## src/rtl/pcie_link_led_monitor.sv

```systemverilog
// Link-status and activity LED driver for the XDMA user clock domain.
// Debounces user_lnk_up, counts qualified link events, and drives one LED.
module pcie_link_led_monitor #(
   parameter int unsigned DEBOUNCE_CYCLES    = 16,
   parameter int unsigned BLINK_HALF_CYCLES  = 62_500_000,
   parameter int unsigned ACT_STRETCH_CYCLES = 12_500_000,
   parameter int unsigned CNT_WIDTH          = 16
) (
   input  logic                 i_clk,
   input  logic                 i_rstn,
   input  logic                 i_lnk_up,
   input  logic                 i_activity,
   input  logic [1:0]           i_mode,
   input  logic                 i_clr_cnt,
   output logic                 o_led,
   output logic                 o_lnk_stable,
   output logic [CNT_WIDTH-1:0] o_lnk_up_cnt,
   output logic [CNT_WIDTH-1:0] o_lnk_down_cnt,
   output logic                 o_err_flap
);

   localparam int unsigned QW = $clog2(DEBOUNCE_CYCLES + 1);
   localparam int unsigned BW = $clog2(BLINK_HALF_CYCLES);
   localparam int unsigned AW = $clog2(ACT_STRETCH_CYCLES + 1);

   typedef enum logic [1:0] {
      LINK_DOWN = 2'd0,
      QUAL_UP   = 2'd1,
      LINK_UP   = 2'd2,
      QUAL_DOWN = 2'd3
   } state_e;

   state_e               state_q, state_d;
   logic [QW-1:0]        qual_q, qual_d;
   logic                 stable_q, stable_d;
   logic [CNT_WIDTH-1:0] up_cnt_q, up_cnt_d;
   logic [CNT_WIDTH-1:0] dn_cnt_q, dn_cnt_d;
   logic                 flap_q, flap_d;
   logic [BW-1:0]        blink_q, blink_d;
   logic                 phase_q, phase_d;
   logic [AW-1:0]        act_cnt_q, act_cnt_d;
   logic                 led_q, led_d;
   logic                 up_evt, dn_evt, act;

   // Debounce FSM: a state change needs DEBOUNCE_CYCLES consecutive opposite samples
   always_comb begin
      state_d = state_q;
      qual_d  = qual_q;
      up_evt  = 1'b0;
      dn_evt  = 1'b0;
      case (state_q)
         LINK_DOWN: begin
            if (i_lnk_up) begin
               if (DEBOUNCE_CYCLES == 1) begin
                  state_d = LINK_UP;
                  qual_d  = '0;
                  up_evt  = 1'b1;
               end else begin
                  state_d = QUAL_UP;
                  qual_d  = QW'(1);
               end
            end
         end
         QUAL_UP: begin
            if (!i_lnk_up) begin
               state_d = LINK_DOWN;
               qual_d  = '0;
            end else if (qual_q == QW'(DEBOUNCE_CYCLES - 1)) begin
               state_d = LINK_UP;
               qual_d  = '0;
               up_evt  = 1'b1;
            end else begin
               qual_d = qual_q + QW'(1);
            end
         end
         LINK_UP: begin
            if (!i_lnk_up) begin
               if (DEBOUNCE_CYCLES == 1) begin
                  state_d = LINK_DOWN;
                  qual_d  = '0;
                  dn_evt  = 1'b1;
               end else begin
                  state_d = QUAL_DOWN;
                  qual_d  = QW'(1);
               end
            end
         end
         QUAL_DOWN: begin
            if (i_lnk_up) begin
               state_d = LINK_UP;
               qual_d  = '0;
            end else if (qual_q == QW'(DEBOUNCE_CYCLES - 1)) begin
               state_d = LINK_DOWN;
               qual_d  = '0;
               dn_evt  = 1'b1;
            end else begin
               qual_d = qual_q + QW'(1);
            end
         end
         default: begin
            state_d = LINK_DOWN;
            qual_d  = '0;
         end
      endcase
      stable_d = (state_d == LINK_UP) || (state_d == QUAL_DOWN);
   end

   // Event counters: clear takes effect first, then a saturating increment
   always_comb begin
      up_cnt_d = i_clr_cnt ? '0 : up_cnt_q;
      dn_cnt_d = i_clr_cnt ? '0 : dn_cnt_q;
      flap_d   = (i_clr_cnt ? 1'b0 : flap_q) | dn_evt;
      if (up_evt && (up_cnt_d != '1)) begin
         up_cnt_d = up_cnt_d + CNT_WIDTH'(1);
      end
      if (dn_evt && (dn_cnt_d != '1)) begin
         dn_cnt_d = dn_cnt_d + CNT_WIDTH'(1);
      end
   end

   // Free-running blink timer and activity stretcher
   always_comb begin
      blink_d   = blink_q + BW'(1);
      phase_d   = phase_q;
      if (blink_q == BW'(BLINK_HALF_CYCLES - 1)) begin
         blink_d = '0;
         phase_d = ~phase_q;
      end
      act_cnt_d = act_cnt_q;
      if (i_activity) begin
         act_cnt_d = AW'(ACT_STRETCH_CYCLES);
      end else if (act_cnt_q != '0) begin
         act_cnt_d = act_cnt_q - AW'(1);
      end
   end

   assign act = (act_cnt_q != '0);

   // LED function uses the registered terms, giving one cycle of latency
   always_comb begin
      led_d = 1'b0;
      case (i_mode)
         2'd0:    led_d = stable_q;
         2'd1:    led_d = stable_q & (~act | phase_q);
         2'd2:    led_d = stable_q & phase_q;
         default: led_d = 1'b0;
      endcase
   end

   always_ff @(posedge i_clk or negedge i_rstn) begin
      if (!i_rstn) begin
         state_q   <= LINK_DOWN;
         qual_q    <= '0;
         stable_q  <= 1'b0;
         up_cnt_q  <= '0;
         dn_cnt_q  <= '0;
         flap_q    <= 1'b0;
         blink_q   <= '0;
         phase_q   <= 1'b0;
         act_cnt_q <= '0;
         led_q     <= 1'b0;
      end else begin
         state_q   <= state_d;
         qual_q    <= qual_d;
         stable_q  <= stable_d;
         up_cnt_q  <= up_cnt_d;
         dn_cnt_q  <= dn_cnt_d;
         flap_q    <= flap_d;
         blink_q   <= blink_d;
         phase_q   <= phase_d;
         act_cnt_q <= act_cnt_d;
         led_q     <= led_d;
      end
   end

   assign o_led          = led_q;
   assign o_lnk_stable   = stable_q;
   assign o_lnk_up_cnt   = up_cnt_q;
   assign o_lnk_down_cnt = dn_cnt_q;
   assign o_err_flap     = flap_q;

endmodule

```

## config.mk

```make
export PLATFORM = sky130hd
export DESIGN_NAME = pcie_link_led_monitor
export DESIGN_NICKNAME = d
export VERILOG_FILES = /design/src/rtl/pcie_link_led_monitor.sv
export SDC_FILE = /design/constraint.sdc
export NUM_CORES = 1
export LEC_CHECK = 0
export BUFFER_PORTS_ARGS = -buffer_cell sky130_fd_sc_hd__buf_2
export CAP_MARGIN = 10
export CELL_PAD_IN_SITES_DETAIL_PLACEMENT = 1
export CELL_PAD_IN_SITES_GLOBAL_PLACEMENT = 2
export CORE_ASPECT_RATIO = 1.2
export CORE_MARGIN = 3
export CORE_UTILIZATION = 38
export DETAILED_ROUTE_END_ITERATION = 8
export PLACE_DENSITY = 0.9
export SLEW_MARGIN = 10
export SYNTH_ARGS = -nofsm -noshare
export SYNTH_HDL_FRONTEND = slang
export SYNTH_SLANG_ARGS = --single-unit
```

## constraint.sdc

```tcl
create_clock -name i_clk -period 2.85 [get_ports i_clk]
set_input_delay 0.57 -clock i_clk [delete_from_list [all_inputs] [get_ports i_clk]]
set_output_delay 0.57 -clock i_clk [all_outputs]
set_load 0.02 [all_outputs]
```

==> results of run 1 <==
## power by group through the flow
stage / sequential (mW) / clock, mW / combinational [mW]
floorplan: 1.41 / 0 / 0.131
global placement: 1.41 / 0 / 0.184
detailed placement: 1.42 / 0 / 0.195
CTS: 1.39 / 1.30 / 0.197
global route: 1.40 / 1.36 / 0.221
finish: 1.39 / 1.27 / 0.191
## worst reg2reg max path: cells and delay by family, from the launching register on
kind	cells	cell delay, ps
AND/OR/NAND/NOR	4	1520
buffers and inverters	1	100
AO/OA/AOI/OAI	1	260
flip-flops	1	420
adder cells (fa/ha/maj)	1	170
## area by class of cell
type                       instances  share of cell area (%)
clock inverter                     4                   0.974
inverter                           9                   0.598
sequential                        93                    41.2
tap                              161                    3.56
timing repair buffer              49                    4.96
clock buffer                      12                    4.72
multi-input combinational        380                    44.0
## per-stage QoR
stage	power, mW	hold WS (ps)	cells	cell area (um^2)	util [%]
2_1_floorplan	1.54	274	501	4920	-
3_3_place_gp	1.60	474	692	5330	43.0
3_5_place_dp	1.61	482	692	5330	43.0
4_1_cts	2.89	242	708	5650	45.6
5_1_grt	2.98	265	708	5650	45.6
6_report	2.86	219	708	5650	45.6
## worst paths after layout
kind                       cells past startpoint  slack, ps               to
setup / recovery                               7        320    act_cnt_q[22]
hold / removal                                 1        220    act_cnt_q[10]
setup reg to reg                               7        320    act_cnt_q[22]
hold reg to reg                                1        500        qual_q[4]
max in group asynchronous                      2       1950  o_lnk_up_cnt[6]
min in group i_clk                             1        500        qual_q[4]
## cell families (layout without fill, tap and decap cells)
family          after synthesis  in the layout  synth area share [%]
flops                        93             93                  47.3
compound gates               67             67                  8.95
mux                           8              8                  1.73
simple gates                240            240                  27.6
buf+inv                      28             74                  2.19
fa+ha+maj                     9              9                  2.29
xor+xnor                     56             56                  9.96
## routing by layer
layer | share of wire (%) | global-route usage (%) | vias up
met2 | 52 | 31.6 | 38
met3 | 1.5 | 1.97 | 8
met4 | 1.1 | 5.36 | 0
met5 | 0 | 0 | -
met1 | 45 | 22.7 | 1994
li1 | - | - | 1875
## flip-flops by register name (all words and copies together) (netlist names), 2 cells and up
name / cells
act_cnt_q: 24
blink_q: 26
o_lnk_down_cnt: 16
o_lnk_up_cnt: 16
qual_q: 5
state_q: 2
## synthesized netlist by cell type (2+ instances only)
cell type                    n  area (um^2)
sky130_fd_sc_hd__and3_1      9         56.3
sky130_fd_sc_hd__or3_1       9         56.3
sky130_fd_sc_hd__or2_2       2         12.5
sky130_fd_sc_hd__xor2_1     17          149
sky130_fd_sc_hd__nor2b_1    18          113
sky130_fd_sc_hd__mux2_2      4         45.0
sky130_fd_sc_hd__dfrtp_1    93         2330
sky130_fd_sc_hd__a2111oi_0   4         35.0
sky130_fd_sc_hd__o31ai_1     5         37.5
sky130_fd_sc_hd__nor2_1     49          184
sky130_fd_sc_hd__or4_1       4         30.0
sky130_fd_sc_hd__or4_4       2         22.5
sky130_fd_sc_hd__nor3_1     16         80.1
sky130_fd_sc_hd__nand4_1    18          113
sky130_fd_sc_hd__nand2b_1   13         81.3
sky130_fd_sc_hd__a21o_1      3         22.5
sky130_fd_sc_hd__buf_2       2         10.0
sky130_fd_sc_hd__a211oi_1    6         45.0
sky130_fd_sc_hd__nand3_1    25          125
sky130_fd_sc_hd__o21ai_0    16         80.1
sky130_fd_sc_hd__and4_1      6         52.6
sky130_fd_sc_hd__nand4b_1    2         17.5
sky130_fd_sc_hd__clkbuf_1   17         63.8
sky130_fd_sc_hd__or3b_1      2         17.5
sky130_fd_sc_hd__xnor2_1    39          342
sky130_fd_sc_hd__inv_1       9         33.8
sky130_fd_sc_hd__nor3b_1     6         45.0
sky130_fd_sc_hd__and2_1      7         43.8
sky130_fd_sc_hd__nand2_1    26         97.6
sky130_fd_sc_hd__and4b_1     4         40.0
sky130_fd_sc_hd__nand3b_1    5         37.5
sky130_fd_sc_hd__a31oi_1     4         25.0
sky130_fd_sc_hd__a31o_2      2         17.5
sky130_fd_sc_hd__ha_1        9          113
sky130_fd_sc_hd__o211ai_1    2         15.0
sky130_fd_sc_hd__mux2i_1     4         40.0
sky130_fd_sc_hd__nor4_2      3         37.5
sky130_fd_sc_hd__nor4_1     11         68.8
sky130_fd_sc_hd__a21oi_1    16         80.1
==> flow_summary.yaml, run 1 <==
critical_path:
  worst_setup_path_start_kind: "register"
  critical-path-top-delay-family: "simple AND/OR/NAND/NOR gates"
  crit_path_cell_chain: "inv_1, ha_1, or3b_2, or3_1, a21o_1, or4_1, nand2_1"
  required_ps: 3130
  worstReg2RegStart: "act_cnt_q[0]"
  arrival_ps: 2810
  endpoint_kind: "register"
  timing.critical_path.slowest_cell_delay_ps: 500
  worstSetupStartpoint: "act_cnt_q[0]"
  critical_path_peak_fanout: 6
  start_to_end_type_of_the_worst_setup_path: "reg2reg"
  cp.buffers_inverters: 1
  crit_path_top_delay_cell: "sky130_fd_sc_hd__or3b_2"
route:
  routed-via-count: 3915
  ant_nets: 0
  drt_wl_total_um: 12100
  first_pass_iters: 4
  post_drt_via_cell_ratio: 5.53
  drt-initial-drc-count: 213
  post_drt_wl_per_cell_um: 17.1
  post_detailed_route_drc_marker_count: 0
final_layout:
  final_layout_size_suffix_gt1_share_pct: 15.2
  commonest_cells_after_routing_fill_and_taps_aside: "93 x sky130_fd_sc_hd__dfrtp_1, 49 x sky130_fd_sc_hd__nor2_1, 40 x sky130_fd_sc_hd__buf_2"
  nNetsFinal: 558
  synthToLayoutAreaGrowth_pct: 14.8
  fill_cells: 1407
  num_antenna_cells: 0
  multi_input_area_um2: 2490
  seq_area_um2: 2330
  mostFrequentLayoutCell: "sky130_fd_sc_hd__dfrtp_1"
sta:
  layout_worst_path_cycle_share_pct: 88.7
  finalMaxSlewViolations: 0
  minimum_clock_period_after_layout_ps: 2530
  fin_worst_skew_ps: 8.16
  max_slew.worst_pin.slew_ps: 810
  max_clock_freq_mhz: 396
  grt_setup_unrepaired: "false"
  setup_tns_ps: 0
  worst_slew_margin_rel_pct: 45.6
  report.final.setup_viol: 0
  postLayoutSetupSlackWorst_ps: 323
  timing.final.hold_violations: 0
synth:
  synth_area_per_cell_um2: 9.82
  synth_ff_type: "sky130_fd_sc_hd__dfrtp_1"
  seq_area_frac_synth_pct: 47.3
  synth.cell_area_um2: 4920
  synth_warnings: 0
  synth.ff_latch_count: 93
  synthArstFlopShare_pct: 100
  synth-edff-count: 0
  postSynthCellCount: 501
  syn-num-nets: 517
  ys_types: 51
placement:
  detailed_place_hpwl_um: 8400
  place.port_buffers: 41
  place_congestion: 0.818
  place_ws_ps: 174
global_routing:
  via_count_of_the_first_global_routing_pass: 4251
  groute.usage.overall_pct: 17.8
  globalRouteOverflowTotal: 0
  wire_length_of_the_first_global_routing_pass_um: 20700
  antenna_found_initial: 0
  grt_max_degree: 51
floorplanning:
  width_of_the_die_um: 110
  pin_count: 42
  floorplan.rows: 44
  floorplan.die.height_um: 131
  core_area_um2: 12400
  floorplan.initialDensity_pct: 39.7
  die_area_um2: 14400
clock_tree:
  clockRootBuffer: "sky130_fd_sc_hd__clkbuf_16"
  clock_sink_count: 93
  cts_buffer_depth: 2
  cts_setup_buffers: 0
  ctsHtreeMaxLevel: 3
  cts_hold_buf: 0
  cts-resized-gates: 0
  reg_clk_slew_reported_paths_ps: 70
  cts_inserted_buffers: 9
  clock_tree_from_tritoncts: "done"
  clock_latency_ps: 340
pwr:
  pwr-share-clk_pct: 44.5
  power.net_switching_mw: 0.680
  power.leakage_nw: 2.36
  int_power_mw: 2.18
  share_comb_of_total_power_pct: 6.7
  powerDensity_nw_per_um2: 506
  max_rail_drop_vdd_mv: 0.276
  p_sw_share_pct: 23.8
  share_seq_of_total_power_pct: 48.8
worst_hold_path:
  min-delay-path-class: "in2async"
outcome:
  status: "complete, no violations"
flow_run:
  cap_violations: 0
Note: power is estimated with default switching activity, not from simulation.
==> run 2: changes to the inputs <==
Settings changed: CORE_ASPECT_RATIO 1.2 to 1.75, TNS_END_PERCENT from default to 10.
==> run 2 against run 1 <==
- sequential power about the same
- design area down 0.46%
- combinational power about the same
- routed wire length down 0.26%
- fmax down 0.75%
- hold slack better by 33 ps
- utilization down 0.86 points
- critical path type unchanged
- largest power group unchanged
==> flow_summary.yaml, run 2 (synthesis results as in run 1) <==
final_layout:
  nNetsFinal: 556
  largest_register_ff_count: 26
  final_layout_size_suffix_gt1_share_pct: 14.7
  max_flop_register: "blink_q"
  fill_cells: 1451
  reg.largest.list: "blink_q x26, act_cnt_q x24"
  layout.core_utilization_pct: 44.8
  num_antenna_cells: 0
  mostFrequentLayoutCell: "sky130_fd_sc_hd__dfrtp_1"
  synthToLayoutAreaGrowth_pct: 14.3
  commonest_cells_after_routing_fill_and_taps_aside: "93 x sky130_fd_sc_hd__dfrtp_1, 49 x sky130_fd_sc_hd__nor2_1, 40 x sky130_fd_sc_hd__buf_2"
critical_path:
  reg2reg_slack_ps: 300
  worst_setup_path_start_kind: "register"
  arrival_ps: 2830
  start_to_end_type_of_the_worst_setup_path: "reg2reg"
  worstRegToRegCells: 7
  critical_path_peak_fanout: 6
  worstSetupStartpoint: "act_cnt_q[0]"
  worstReg2RegStart: "act_cnt_q[0]"
  required_ps: 3140
  endpoint_kind: "register"
  critical_path.reg2reg.endpoint: "act_cnt_q[22]"
sta:
  minimum_clock_period_after_layout_ps: 2550
  max_clock_freq_mhz: 393
  finalHoldWorstSlack_ps: 252
  max_slew.worst_pin.slew_ps: 828
  grt_setup_unrepaired: "false"
  timing.final.hold_violations: 0
  setup_tns_ps: 0
  fin_worst_skew_ps: 6.81
  worst_slew_margin_rel_pct: 44.3
  finalMaxSlewViolations: 0
  report.final.setup_viol: 0
  layout_worst_path_cycle_share_pct: 89.3
clock_tree:
  cts_hold_buf: 0
  cts_setup_buffers: 0
  cts_buffer_depth: 2
  cts_inserted_buffers: 9
  clock_sink_count: 93
  clock_latency_ps: 350
  clock_tree_from_tritoncts: "done"
  cts-resized-gates: 0
  ctsHtreeMaxLevel: 3
  clockRootBuffer: "sky130_fd_sc_hd__clkbuf_16"
  reg_clk_slew_reported_paths_ps: 70
floorplanning:
  pin_count: 42
  die_area_um2: 14400
  floorplan.rows: 54
  width_of_the_die_um: 92.0
  core_area_um2: 12600
  floorplan.die.height_um: 157
  floorplan.initialDensity_pct: 39.2
placement:
  place_congestion: 0.824
  detailed_place_hpwl_um: 8780
  place.port_buffers: 41
global_routing:
  via_count_of_the_first_global_routing_pass: 4280
  antenna_found_initial: 0
  grt_max_degree: 49
  wire_length_of_the_first_global_routing_pass_um: 20800
  groute.usage.overall_pct: 18.0
  globalRouteOverflowTotal: 0
worst_hold_path:
  min-delay-path-class: "in2async"
pwr:
  power.net_switching_mw: 0.682
  int_power_mw: 2.13
  p_sw_share_pct: 24.2
  power.leakage_nw: 2.33
  share_comb_of_total_power_pct: 6.9
  max_rail_drop_vdd_mv: 0.282
  powerDensity_nw_per_um2: 500
  pwr-share-clk_pct: 43.6
  share_seq_of_total_power_pct: 49.5
outcome:
  status: "complete, no violations"
route:
  post_drt_via_cell_ratio: 5.41
  post_drt_wl_per_cell_um: 17.0
  post_detailed_route_drc_marker_count: 0
  ant_nets: 0
  drt-initial-drc-count: 124
  drt_wl_total_um: 12100
  routed-via-count: 3860
  first_pass_iters: 4
flow_run:
  cap_violations: 0
[run 2: worst max-delay path: stages (launching register included)]
cell	delay (ps)
sky130_fd_sc_hd__dfrtp_1	420
sky130_fd_sc_hd__inv_1	100
sky130_fd_sc_hd__ha_1	180
sky130_fd_sc_hd__or3b_2	500
sky130_fd_sc_hd__or3_1	440
sky130_fd_sc_hd__a21o_1	270
sky130_fd_sc_hd__or4_1	490
sky130_fd_sc_hd__nand2_1	80
[run 2: routing by layer]
metal	wire, um	up-vias	part of all wire (%)	global-route usage [%]
li1	-	1867	-	-
met1	4760	1940	39	19.5
met2	6830	37	56	34.2
met3	270	16	2.2	3.13
met4	248	0	2.0	7.23
met5	0	-	0	0
[run 2: worst max-delay path by stage]
stage | slack (ps) | end
6_report | 300 | act_cnt_q[22]
2_1_floorplan | 280 | o_lnk_down_cnt[15]
5_1_grt | 180 | act_cnt_q[10]
4_1_cts | 320 | act_cnt_q[22]
3_3_place_gp | 310 | o_lnk_down_cnt[15]
3_5_place_dp | 230 | o_lnk_down_cnt[15]
[run 2: layout make-up]
cell class / count / area, um^2 / share of cell area (%)
well taps: 168 / 210 / 3.74
clock inverters: 5 / 58.8 / 1.05
clock buffers: 11 / 243 / 4.31
inverters: 9 / 33.8 / 0.601
repair buffers: 47 / 265 / 4.72
flip-flops and latches: 93 / 2330 / 41.4
multi-input cells: 380 / 2490 / 44.2
[run 2: power by group through the flow]
stage | logic, mW | clock network [mW] | registers (mW)
finish | 0.193 | 1.23 | 1.39
CTS | 0.197 | 1.26 | 1.39
floorplan | 0.131 | 0 | 1.41
global placement | 0.186 | 0 | 1.41
detailed placement | 0.197 | 0 | 1.42
global route | 0.222 | 1.32 | 1.40
[run 2: through the flow]
stage               area [um^2]  power, mW  std cells  worst slack, ps
global placement           5320       1.60        697              309
CTS                        5630       2.85        713              323
detailed placement         5320       1.61        697              235
finish                     5630       2.81        713              304
floorplan                  4920       1.54        501              283
global route               5630       2.94        713              177
